File: config.mk
export PLATFORM = sky130hd
export DESIGN_NAME = control_unit
export DESIGN_NICKNAME = d
export VERILOG_FILES = /design/src/rtl/cu_pkg.sv /design/src/rtl/cu_decode.sv /design/src/rtl/control_unit.sv
export SDC_FILE = /design/constraint.sdc
export NUM_CORES = 1
export LEC_CHECK = 0
export BUFFER_PORTS_ARGS = -buffer_cell sky130_fd_sc_hd__buf_2
export CAP_MARGIN = 10
export CORE_AREA = 8 8 75 77
export DETAILED_ROUTE_END_ITERATION = 10
export DIE_AREA = 0 0 83 85
export PLACE_DENSITY = 0.72
export SLEW_MARGIN = 0
export SYNTH_ARGS = -nofsm -noshare
export SYNTH_HDL_FRONTEND = slang
export SYNTH_HIERARCHICAL = 1
export SYNTH_SLANG_ARGS = --single-unit
File: constraint.sdc
create_clock -name clk -period 2.4 [get_ports clk]
set_input_delay 0.72 -clock clk [delete_from_list [all_inputs] [get_ports clk]]
set_output_delay 0.72 -clock clk [all_outputs]
set_load 0.02 [all_outputs]
File: src/rtl/cu_pkg.sv
// Shared opcodes, ALU codes, state encoding and strobe bundle for ezRISC control.
// CU_MULDIV_EN enables the mul/div execute sequence.
package cu_pkg;

  localparam int OPC_BITS = 5;
  typedef logic [OPC_BITS-1:0] opc_t;

  localparam opc_t OP_LD   = 5'd0;
  localparam opc_t OP_LDI  = 5'd1;
  localparam opc_t OP_ST   = 5'd2;
  localparam opc_t OP_ADD  = 5'd3;
  localparam opc_t OP_SUB  = 5'd4;
  localparam opc_t OP_SHR  = 5'd5;
  localparam opc_t OP_SHL  = 5'd6;
  localparam opc_t OP_ROR  = 5'd7;
  localparam opc_t OP_ROL  = 5'd8;
  localparam opc_t OP_AND  = 5'd9;
  localparam opc_t OP_OR   = 5'd10;
  localparam opc_t OP_ADDI = 5'd11;
  localparam opc_t OP_ANDI = 5'd12;
  localparam opc_t OP_ORI  = 5'd13;
  localparam opc_t OP_MUL  = 5'd14;
  localparam opc_t OP_DIV  = 5'd15;
  localparam opc_t OP_NEG  = 5'd16;
  localparam opc_t OP_NOT  = 5'd17;
  localparam opc_t OP_BR   = 5'd18;
  localparam opc_t OP_JR   = 5'd19;
  localparam opc_t OP_JAL  = 5'd20;
  localparam opc_t OP_IN   = 5'd21;
  localparam opc_t OP_OUT  = 5'd22;
  localparam opc_t OP_MFHI = 5'd23;
  localparam opc_t OP_MFLO = 5'd24;
  localparam opc_t OP_NOP  = 5'd25;
  localparam opc_t OP_HALT = 5'd26;

  typedef logic [3:0] alu_t;

  localparam alu_t ALU_AND = 4'h0;
  localparam alu_t ALU_OR  = 4'h1;
  localparam alu_t ALU_ADD = 4'h2;
  localparam alu_t ALU_SUB = 4'h3;
  localparam alu_t ALU_SHR = 4'h4;
  localparam alu_t ALU_SHL = 4'h5;
  localparam alu_t ALU_ROR = 4'h6;
  localparam alu_t ALU_ROL = 4'h7;
  localparam alu_t ALU_MUL = 4'h8;
  localparam alu_t ALU_DIV = 4'h9;
  localparam alu_t ALU_NEG = 4'hA;
  localparam alu_t ALU_NOT = 4'hB;

  typedef enum logic [3:0] {
    S_RESET,
    S_PAUSE,
    S_T0,
    S_T1,
    S_T2,
    S_T3,
    S_T4,
    S_T5,
    S_T6,
    S_T7,
    S_HALTED
  } state_t;

  typedef struct packed {
    logic pc_out;
    logic pc_in;
    logic inc_pc;
    logic mar_in;
    logic mdr_in;
    logic mdr_out;
    logic read;
    logic write;
    logic ir_in;
    logic y_in;
    logic z_in;
    logic z_low_out;
    logic z_high_out;
    logic hi_in;
    logic hi_out;
    logic lo_in;
    logic lo_out;
    logic gra;
    logic grb;
    logic grc;
    logic r_in;
    logic r_out;
    logic ba_out;
    logic c_out;
    logic con_in;
    logic inport_out;
    logic outport_in;
    alu_t alu_op;
  } ctl_t;

  function automatic alu_t alu_of(opc_t op);
    case (op)
      OP_SUB:  alu_of = ALU_SUB;
      OP_SHR:  alu_of = ALU_SHR;
      OP_SHL:  alu_of = ALU_SHL;
      OP_ROR:  alu_of = ALU_ROR;
      OP_ROL:  alu_of = ALU_ROL;
      OP_AND:  alu_of = ALU_AND;
      OP_OR:   alu_of = ALU_OR;
      OP_ANDI: alu_of = ALU_AND;
      OP_ORI:  alu_of = ALU_OR;
      OP_NEG:  alu_of = ALU_NEG;
      OP_NOT:  alu_of = ALU_NOT;
`ifdef CU_MULDIV_EN
      OP_MUL:  alu_of = ALU_MUL;
      OP_DIV:  alu_of = ALU_DIV;
`endif
      default: alu_of = ALU_ADD;
    endcase
  endfunction

  // Index of the final T step; 2 means the opcode has no execute steps.
  function automatic logic [2:0] last_step(opc_t op);
    case (op)
      OP_LD, OP_ST:   last_step = 3'd7;
      OP_BR:          last_step = 3'd6;
      OP_NEG, OP_NOT: last_step = 3'd4;
      OP_JR, OP_IN, OP_OUT,
      OP_MFHI, OP_MFLO: last_step = 3'd3;
`ifdef CU_MULDIV_EN
      OP_MUL, OP_DIV: last_step = 3'd6;
`endif
      default: begin
        if (op <= OP_ORI) last_step = 3'd5;
        else              last_step = 3'd2;
      end
    endcase
  endfunction

endpackage

File: src/rtl/cu_decode.sv
// Pure decode of {state, latched opcode, con_out} into datapath strobes.
// CU_MULDIV_EN adds the mul/div step decode.
module cu_decode
  import cu_pkg::*;
(
  input  state_t     state,
  input  opc_t       opc,
  input  logic       con_out,
  output ctl_t       ctl
);

  logic is_r;
  logic is_i;
  logic is_un;
  logic is_md;
  logic is_ldst;

  assign is_r    = (opc >= OP_ADD) && (opc <= OP_OR);
  assign is_i    = (opc >= OP_ADDI) && (opc <= OP_ORI);
  assign is_un   = (opc == OP_NEG) || (opc == OP_NOT);
  assign is_ldst = (opc == OP_LD) || (opc == OP_ST);
`ifdef CU_MULDIV_EN
  assign is_md   = (opc == OP_MUL) || (opc == OP_DIV);
`else
  assign is_md   = 1'b0;
`endif

  always_comb begin
    ctl = '0;
    unique case (state)
      S_T0: begin
        ctl.pc_out = 1'b1;
        ctl.mar_in = 1'b1;
        ctl.inc_pc = 1'b1;
        ctl.z_in   = 1'b1;
        ctl.alu_op = ALU_ADD;
      end
      S_T1: begin
        ctl.z_low_out = 1'b1;
        ctl.pc_in     = 1'b1;
        ctl.read      = 1'b1;
        ctl.mdr_in    = 1'b1;
      end
      S_T2: begin
        ctl.mdr_out = 1'b1;
        ctl.ir_in   = 1'b1;
      end
      S_T3: begin
        unique case (1'b1)
          is_r, is_i: begin
            ctl.grb = 1'b1; ctl.r_out = 1'b1; ctl.y_in = 1'b1;
          end
          is_ldst, (opc == OP_LDI): begin
            ctl.grb = 1'b1; ctl.ba_out = 1'b1; ctl.y_in = 1'b1;
          end
          is_un: begin
            ctl.grb = 1'b1; ctl.r_out = 1'b1; ctl.z_in = 1'b1;
            ctl.alu_op = alu_of(opc);
          end
          is_md: begin
            ctl.gra = 1'b1; ctl.r_out = 1'b1; ctl.y_in = 1'b1;
          end
          (opc == OP_BR): begin
            ctl.gra = 1'b1; ctl.r_out = 1'b1; ctl.con_in = 1'b1;
          end
          (opc == OP_JR): begin
            ctl.gra = 1'b1; ctl.r_out = 1'b1; ctl.pc_in = 1'b1;
          end
          (opc == OP_IN): begin
            ctl.inport_out = 1'b1; ctl.gra = 1'b1; ctl.r_in = 1'b1;
          end
          (opc == OP_OUT): begin
            ctl.gra = 1'b1; ctl.r_out = 1'b1; ctl.outport_in = 1'b1;
          end
          (opc == OP_MFHI): begin
            ctl.hi_out = 1'b1; ctl.gra = 1'b1; ctl.r_in = 1'b1;
          end
          (opc == OP_MFLO): begin
            ctl.lo_out = 1'b1; ctl.gra = 1'b1; ctl.r_in = 1'b1;
          end
          default: ;
        endcase
      end
      S_T4: begin
        unique case (1'b1)
          is_r, is_md: begin
            ctl.grc   = is_r;
            ctl.grb   = is_md;
            ctl.r_out = 1'b1; ctl.z_in = 1'b1;
            ctl.alu_op = alu_of(opc);
          end
          is_i, is_ldst, (opc == OP_LDI): begin
            ctl.c_out = 1'b1; ctl.z_in = 1'b1;
            ctl.alu_op = alu_of(opc);
          end
          is_un: begin
            ctl.z_low_out = 1'b1; ctl.gra = 1'b1; ctl.r_in = 1'b1;
          end
          (opc == OP_BR): begin
            ctl.pc_out = 1'b1; ctl.y_in = 1'b1;
          end
          default: ;
        endcase
      end
      S_T5: begin
        unique case (1'b1)
          is_r, is_i, (opc == OP_LDI): begin
            ctl.z_low_out = 1'b1; ctl.gra = 1'b1; ctl.r_in = 1'b1;
          end
          is_ldst: begin
            ctl.z_low_out = 1'b1; ctl.mar_in = 1'b1;
          end
          is_md: begin
            ctl.z_low_out = 1'b1; ctl.lo_in = 1'b1;
          end
          (opc == OP_BR): begin
            ctl.c_out = 1'b1; ctl.z_in = 1'b1;
            ctl.alu_op = ALU_ADD;
          end
          default: ;
        endcase
      end
      S_T6: begin
        unique case (1'b1)
          (opc == OP_LD): begin
            ctl.read = 1'b1; ctl.mdr_in = 1'b1;
          end
          (opc == OP_ST): begin
            ctl.gra = 1'b1; ctl.r_out = 1'b1; ctl.mdr_in = 1'b1;
          end
          is_md: begin
            ctl.z_high_out = 1'b1; ctl.hi_in = 1'b1;
          end
          (opc == OP_BR): begin
            ctl.z_low_out = con_out; ctl.pc_in = con_out;
          end
          default: ;
        endcase
      end
      S_T7: begin
        unique case (1'b1)
          (opc == OP_LD): begin
            ctl.mdr_out = 1'b1; ctl.gra = 1'b1; ctl.r_in = 1'b1;
          end
          (opc == OP_ST): ctl.write = 1'b1;
          default: ;
        endcase
      end
      default: ;
    endcase
  end

endmodule

File: src/rtl/control_unit.sv
// ezRISC hardwired sequencer: state register, opcode latch and stop handling.
// Define CU_MULDIV_EN to execute mul/div; otherwise they run as nop.
module control_unit
  import cu_pkg::*;
#(
  parameter int OPC_W = 5
)
(
  input  logic        clk,
  input  logic        reset_n,
  input  logic [31:0] ir,
  input  logic        con_out,
  input  logic        stop,
  output logic        run,
  output logic        pc_out,
  output logic        pc_in,
  output logic        inc_pc,
  output logic        mar_in,
  output logic        mdr_in,
  output logic        mdr_out,
  output logic        read,
  output logic        write,
  output logic        ir_in,
  output logic        y_in,
  output logic        z_in,
  output logic        z_low_out,
  output logic        z_high_out,
  output logic        hi_in,
  output logic        hi_out,
  output logic        lo_in,
  output logic        lo_out,
  output logic        gra,
  output logic        grb,
  output logic        grc,
  output logic        r_in,
  output logic        r_out,
  output logic        ba_out,
  output logic        c_out,
  output logic        con_in,
  output logic        inport_out,
  output logic        outport_in,
  output logic [3:0]  alu_op
);

  state_t           state_q;
  state_t           state_d;
  state_t           bnd;
  logic [OPC_W-1:0] opc_q;
  opc_t             ir_op;
  opc_t             op;
  logic [2:0]       last;
  ctl_t             ctl;
  logic             unused_ir;

  assign ir_op     = opc_t'(ir[31 -: OPC_W]);
  assign op        = opc_t'(opc_q);
  assign last      = last_step(op);
  assign bnd       = stop ? S_PAUSE : S_T0;
  assign unused_ir = ^ir[31-OPC_W:0];

  always_ff @(posedge clk or negedge reset_n) begin
    if (!reset_n) begin
      state_q <= S_RESET;
      opc_q   <= '0;
    end else begin
      state_q <= state_d;
      if (state_q == S_T2) opc_q <= ir[31 -: OPC_W];
    end
  end

  // The opcode is not latched until T2 ends, so T2 decides from ir directly.
  always_comb begin
    state_d = S_RESET;
    unique case (state_q)
      S_RESET:  state_d = bnd;
      S_PAUSE:  state_d = bnd;
      S_T0:     state_d = S_T1;
      S_T1:     state_d = S_T2;
      S_T2: begin
        if (ir_op == OP_HALT)             state_d = S_HALTED;
        else if (last_step(ir_op) == 3'd2) state_d = bnd;
        else                              state_d = S_T3;
      end
      S_T3:     state_d = (last == 3'd3) ? bnd : S_T4;
      S_T4:     state_d = (last == 3'd4) ? bnd : S_T5;
      S_T5:     state_d = (last == 3'd5) ? bnd : S_T6;
      S_T6:     state_d = (last == 3'd6) ? bnd : S_T7;
      S_T7:     state_d = bnd;
      S_HALTED: state_d = S_HALTED;
      default:  state_d = S_RESET;
    endcase
  end

  assign run = (state_q >= S_T0) && (state_q <= S_T7);

  cu_decode u_dec (
    .state   (state_q),
    .opc     (op),
    .con_out (con_out),
    .ctl     (ctl)
  );

  assign pc_out     = ctl.pc_out;
  assign pc_in      = ctl.pc_in;
  assign inc_pc     = ctl.inc_pc;
  assign mar_in     = ctl.mar_in;
  assign mdr_in     = ctl.mdr_in;
  assign mdr_out    = ctl.mdr_out;
  assign read       = ctl.read;
  assign write      = ctl.write;
  assign ir_in      = ctl.ir_in;
  assign y_in       = ctl.y_in;
  assign z_in       = ctl.z_in;
  assign z_low_out  = ctl.z_low_out;
  assign z_high_out = ctl.z_high_out;
  assign hi_in      = ctl.hi_in;
  assign hi_out     = ctl.hi_out;
  assign lo_in      = ctl.lo_in;
  assign lo_out     = ctl.lo_out;
  assign gra        = ctl.gra;
  assign grb        = ctl.grb;
  assign grc        = ctl.grc;
  assign r_in       = ctl.r_in;
  assign r_out      = ctl.r_out;
  assign ba_out     = ctl.ba_out;
  assign c_out      = ctl.c_out;
  assign con_in     = ctl.con_in;
  assign inport_out = ctl.inport_out;
  assign outport_in = ctl.outport_in;
  assign alu_op     = ctl.alu_op;

endmodule

==> results of run 1 <==
-- worst max-delay path by stage --
stage | startpoint | to | cells past startpoint
detailed placement | op[1] | r_out | 7
global route | op[1] | r_out | 7
global placement | op[0] | r_out | 7
finish | op[1] | r_out | 7
CTS | op[1] | r_out | 7
floorplan | op[1] | alu_op[3] | 7
-- flip-flops by register name, indices dropped and copies added, names as in the netlist --
signal and cells:
state_q 4, op 5
-- layer usage --
| metal | GRT usage (%) | part of all wire, % | vias to the layer above |
|---|---|---|---|
| li1 | - | - | 906 |
| met1 | 15.3 | 42 | 876 |
| met2 | 25.8 | 51 | 60 |
| met3 | 3.26 | 4.5 | 12 |
| met4 | 6.55 | 2.7 | 0 |
| met5 | 0 | 0 | - |
-- what timing repair did --
| item | in CTS | in global routing |
|---|---|---|
| pin swaps | 11 | 5 |
| hold endpoints to repair | 0 | 0 |
| gates resized for setup | 38 | 17 |
| hold buffers | 0 | 0 |
| setup buffers | 6 | 1 |
| cloned | 0 | 0 |
| endpoints found under the setup margin | 25 | 26 |
-- power by group --
part / total [uW] / leakage (uW) / internal [uW] / switching, uW
registers: 152 / 0.000103 / 152 / 0
logic: 26.1 / 0.000884 / 8.53 / 17.6
clock network: 174 / 0.0000228 / 116 / 58.0
-- placed cells by master (no fill, tap or decap), types with 3 or more instances in the layout --
cell type and n:
nor2b_1 5, o21ai_0 10, mux2_2 4, nand3_1 5
clkbuf_8 3, and3_1 6, buf_4 48, dfrtp_2 5
inv_1 3, a31o_2 3, nor2_1 14, o211ai_1 4
a21oi_2 4, buf_6 14, a21oi_1 11, nand2b_1 3
nand3b_1 4, buf_2 26, nand4_1 4, conb_1 3
a311o_1 3, a31oi_1 3, dfrtp_1 4, nand2_1 17
-- cell type report --
class | count | area, um2
Timing Repair Buffer | 88 | 648
Fill cell | 415 | 2180
Multi-Input combinational cell | 171 | 1350
Tap cell | 54 | 67.6
Inverter | 5 | 18.8
Clock buffer | 4 | 45.0
Sequential cell | 9 | 231
-- metrics by stage --
step / power (uW) / setup slack (ps) / util [%] / hold WS, ps / cell area (um2)
final: 352 / -410 / 52.0 / 338 / 2360
after global routing: 373 / -471 / 52.0 / 341 / 2360
after CTS: 357 / -392 / 50.5 / 342 / 2290
after detailed placement: 181 / -208 / 45.5 / 591 / 2060
after global placement: 180 / -206 / 45.5 / 583 / 2060
after floorplan: 168 / -101 / - / 424 / 1580
-- worst max-delay path, stage by stage (launching register included) --
cell and delay [ps]:
dfrtp_2 460, ha_4 190, a2111o_1 330, o211ai_4 120, and2_4 200, a31oi_1 70, a311o_1 350, buf_6 140
-- kinds of logic after synthesis --
family	share of synthesized area, %
buffers and inverters	8.12
DFF	14.9
muxes	2.98
AOI/OAI and AO/OA	30.7
xor gates and xnor gates	0.580
and+or+nand+nor	37.6
other	0.248
adders and majority gates	4.81
==> impl_metrics.tcl, run 1 <==
set metrics [dict create \
    final_cells 331 \
    post-synth-top-count-cell "nand2_1" \
    hold_viol 0 \
    fp.dieW_um 83 \
    ys_seq_elements 9 \
    r2r-start "op[1]" \
    area_delta_synth_final_pct 56.1 \
    ctsRootBufferMaster "clkbuf_8" \
    yosys-top-cells-count "nand2_1, nor2_1, a21oi_1" \
    grt-ovfl-total 0 \
    rsz0062_at_grt "true" \
    gp_congestion 0.882 \
    ys_seq_area_share_pct 14.9 \
    slew_viol_final 0 \
    finalCritPeriodShare_pct 117 \
    yosysUniqueCellTypes 66 \
    slew_headroom_pct 65.2 \
    ant_nets 0 \
    worst_pin_slew_ps 520 \
    rows 25 \
    antenna_cells 0 \
    max_clock_freq_mhz 356 \
    critPathKind "register to primary output" \
    numCtsBuffers 3 \
    vias_per_cell 5.60 \
    hpwl_um 3820 \
    dp_cells 320 \
    antenna_found_initial 0 \
    power.density_mw_per_mm2 149 \
    arrival_ps 2090 \
    cp-start-kind "register" \
    cts.path.max_buffers 2 \
    drc 0 \
    synthArstFlopShare_pct 100 \
    fin_nets 319 \
    r2r_slack_ps 380 \
    port_buffers 37 \
    initial_core_util_pct 33.3 \
    synth-edff-count 0 \
    ir_drop_mv 0.206 \
    yosys.area.top_type "dfrtp_1" \
    synth_top_area_share_pct 14.9 \
    setup_violations 21 \
    r2r_end "state_q[2]" \
    avgSynthCellArea_um2 7.71 \
    hp-class "input port to async pin" \
    synthTopCellsByArea "dfrtp_1, nand2_1, a21oi_1" \
    syn_inst 196 \
    grt_pass1_vias 1866 \
    dieArea_mm2 0.00706 \
    path_clk_slew_ps 50 \
    cts_htree_levels 1 \
    p_leak_uw 0.00101 \
    routed_wl_um 5230 \
    clk_latency_ps 230 \
    cts_tree "yes" \
    fin_skew_ps 5.38 \
    synthFlopType "dfrtp_1" \
    cap_viol_max_count 0 \
    violations "setup timing" \
    initialDrtViolationCount 88 \
    drive_gt1_share_pct 52.0 \
    worstPathRequired_ps 1680 \
    wl_per_cell_um 15.8 \
    status "complete, but fails checks" \
    dr.pass1.iters 4 \
    grt_usage_pct 14.3 \
    crit_fanout 6 \
    cts.sinks 9 \
    grt_first_pass_wirelength_um 8630 \
    period_needed_ps 2810 \
    syn_area_mm2 0.00151 \
    core_area_mm2 0.00454 \
    critPathCaptureType "primary output" \
    finalSetupTns_ps -5170 \
    setup_slack_ps -410 \
    worstRegToRegCells 6 \
    io_pins 68 \
    grt_max_degree 17 \
    die_y_um 85 \
    yosys_warnings 6 \
    vias 1854 \
]
No activity file was read; power rests on OpenSTA's default activity.
==> run 2, diff against run 1 <==
--- a/config.mk
+++ b/config.mk
@@ -5,12 +5,12 @@
 export SDC_FILE = /design/constraint.sdc
 export NUM_CORES = 1
 export LEC_CHECK = 0
-export BUFFER_PORTS_ARGS = -buffer_cell sky130_fd_sc_hd__buf_2
+export BUFFER_PORTS_ARGS = -buffer_cell sky130_fd_sc_hd__clkbuf_2
 export CAP_MARGIN = 10
 export CORE_AREA = 8 8 75 77
 export DETAILED_ROUTE_END_ITERATION = 10
 export DIE_AREA = 0 0 83 85
-export PLACE_DENSITY = 0.72
+export PLACE_DENSITY = 0.69
 export SLEW_MARGIN = 0
 export SYNTH_ARGS = -nofsm -noshare
 export SYNTH_HDL_FRONTEND = slang
==> constraint.sdc (replaced) <==
create_clock -name clk -period 3.2 [get_ports clk]
set_input_delay 0.96 -clock clk [delete_from_list [all_inputs] [get_ports clk]]
set_output_delay 0.96 -clock clk [all_outputs]
set_load 0.02 [all_outputs]
==> run 2 against run 1 <==
Sequential share of layout area rose by 2.5 points. Global-route usage is 2.0 points lower. Combinational power shrank 25%. Via count down 8.8%. Flip-flop and latch count did not move. Worst hold slack improved by 240 ps. Setup slack better by 500 ps. Core utilization down 11 points. Cell count decreased by 10%. Die area unchanged. Critical path type unchanged. The flow now finishes without violations. Largest power group unchanged.
==> impl_metrics.tcl, run 2 (synthesized netlist as in run 1, its figures left out) <==
set metrics [dict create \
    stdcell_area_mm2 0.00185 \
    rsz0062_at_grt "true" \
    slew_headroom_pct 64.1 \
    cp-start-kind "register" \
    fin_skew_ps 4.19 \
    status "completed" \
    rows 25 \
    cts_tree "yes" \
    die_y_um 85 \
    vias 1690 \
    dieArea_mm2 0.00706 \
    critPathCaptureType "primary output" \
    cts_htree_levels 1 \
    combinationalPowerShare_pct 7.4 \
    p_int_uw 207 \
    area_delta_synth_final_pct 22.3 \
    postCtsHoldBufs 0 \
    setup_slack_ps 89.6 \
    r2r-start "op[2]" \
    grt_usage_pct 12.2 \
    worstPathRequired_ps 2240 \
    dr.pass1.iters 4 \
    reg_top3 "op (5), state_q (4)" \
    hpwl_um 3480 \
    core_area_mm2 0.00454 \
    drc 0 \
    utilization_pct 40.7 \
    p_clk_share_pct 49.4 \
    largest_register_ffs 5 \
    power.density_mw_per_mm2 143 \
    vias_per_cell 5.69 \
    grt-ovfl-total 0 \
    numCtsBuffers 3 \
    drive_gt1_share_pct 35.4 \
    swShare_pct 21.6 \
    ir_drop_mv 0.147 \
    setup_violations 0 \
    r2r_slack_ps 1280 \
    io_pins 68 \
    pwr-share-seq_pct 43.2 \
    arrival_ps 2150 \
    p_leak_uw 0.000809 \
    r2r_end "state_q[2]" \
    antenna_cells 0 \
    gp_congestion 0.899 \
    ant_nets 0 \
    seqCellArea_um2 228 \
    fp.dieW_um 83 \
    antenna_found_initial 0 \
    cts.sinks 9 \
    post-place-ws_ps 211 \
    routed_wl_um 4440 \
    layout_commonest_cell "clkbuf_2" \
    ctsRootBufferMaster "clkbuf_8" \
    fill_cells 470 \
    grt_first_pass_wirelength_um 7540 \
    crit_fanout 6 \
    p_switching_uw 57.3 \
    worstRegToRegCells 5 \
    path_clk_slew_ps 40 \
    worst_pin_slew_ps 536 \
    regMostFlops "op" \
    grt_max_degree 21 \
    cap_viol_max_count 0 \
    max_clock_freq_mhz 322 \
    slew_viol_final 0 \
    hp-class "input port to async pin" \
    clk_latency_ps 230 \
    p_total_uw 265 \
    wl_per_cell_um 14.9 \
    finalCritPeriodShare_pct 97.2 \
    grt_pass1_vias 1563 \
    fin_nets 285 \
    final_cell_mix "clkbuf_2, nand2_1, buf_4" \
    cts.path.max_buffers 2 \
    port_buffers 37 \
    period_needed_ps 3110 \
    initial_core_util_pct 33.3 \
    critPathKind "register to primary output" \
    placed_cell_area_mm2 0.00178 \
    hold_viol 0 \
    initialDrtViolationCount 136 \
    multi_input_area_mm2 0.00117 \
]
==> run 2: cell count changes in the layout (fill, tap and decap cells not counted), sizes merged <==
cell,before,now
buf,88,18
clkbuf,4,40
==> run 2: worst max-delay path by stage <==
stage / slack (ps) / start / end / cells past startpoint
finish: 90 / op[0] / r_out / 7
global route: -20 / op[1] / r_out / 7
CTS: 30 / op[1] / alu_op[2] / 7
detailed placement: 210 / op[1] / alu_op[2] / 6
global placement: 230 / op[1] / alu_op[2] / 6
floorplan: 210 / op[1] / alu_op[2] / 6
==> run 2: timing repair <==
item | 4_1_cts | 5_1_grt
setup buffers | 0 | 2
gates resized for setup | 4 | 2
setup endpoints to repair | 4 | 5
pin swaps | 1 | 2
==> run 2: worst max-delay path, stage by stage (launching register included) <==
cell,delay [ps]
dfrtp_2,430
ha_2,230
a2111o_1,400
o211ai_2,110
and2_4,210
a31oi_1,80
a311o_1,290
clkbuf_2,160
==> run 2: power groups by stage <==
stage	combinational, uW	sequential, uW	clock (uW)
after floorplan	10.4	116	0
after global placement	19.3	116	0
after detailed placement	19.6	116	0
after CTS	19.6	114	135
after global routing	22.0	114	143
final	19.6	114	131
==> run 2: layout make-up <==
cell class	count	share of cell area, %
clock buffers	4	2.44
flip-flops and latches	9	12.3
inverters	5	1.02
repair buffers	54	17.1
multi-input cells	171	63.5
well taps	54	3.66
==> run 2: metal layers <==
metal	GRT usage [%]	up-vias	wire, um
li1	-	839	-
met4	4.95	0	72
met5	0	-	0
met2	19.7	59	2070
met3	2.49	8	253
met1	15.4	784	2040
==> run 2: through the flow <==
step / setup TNS [ps] / std cells / hold WS, ps
after detailed placement: 0 / 291 / 750
after floorplan: 0 / 198 / 662
after CTS: 0 / 295 / 584
after global routing: -21.7 / 297 / 595
final: 0 / 297 / 580
after global placement: 0 / 291 / 732
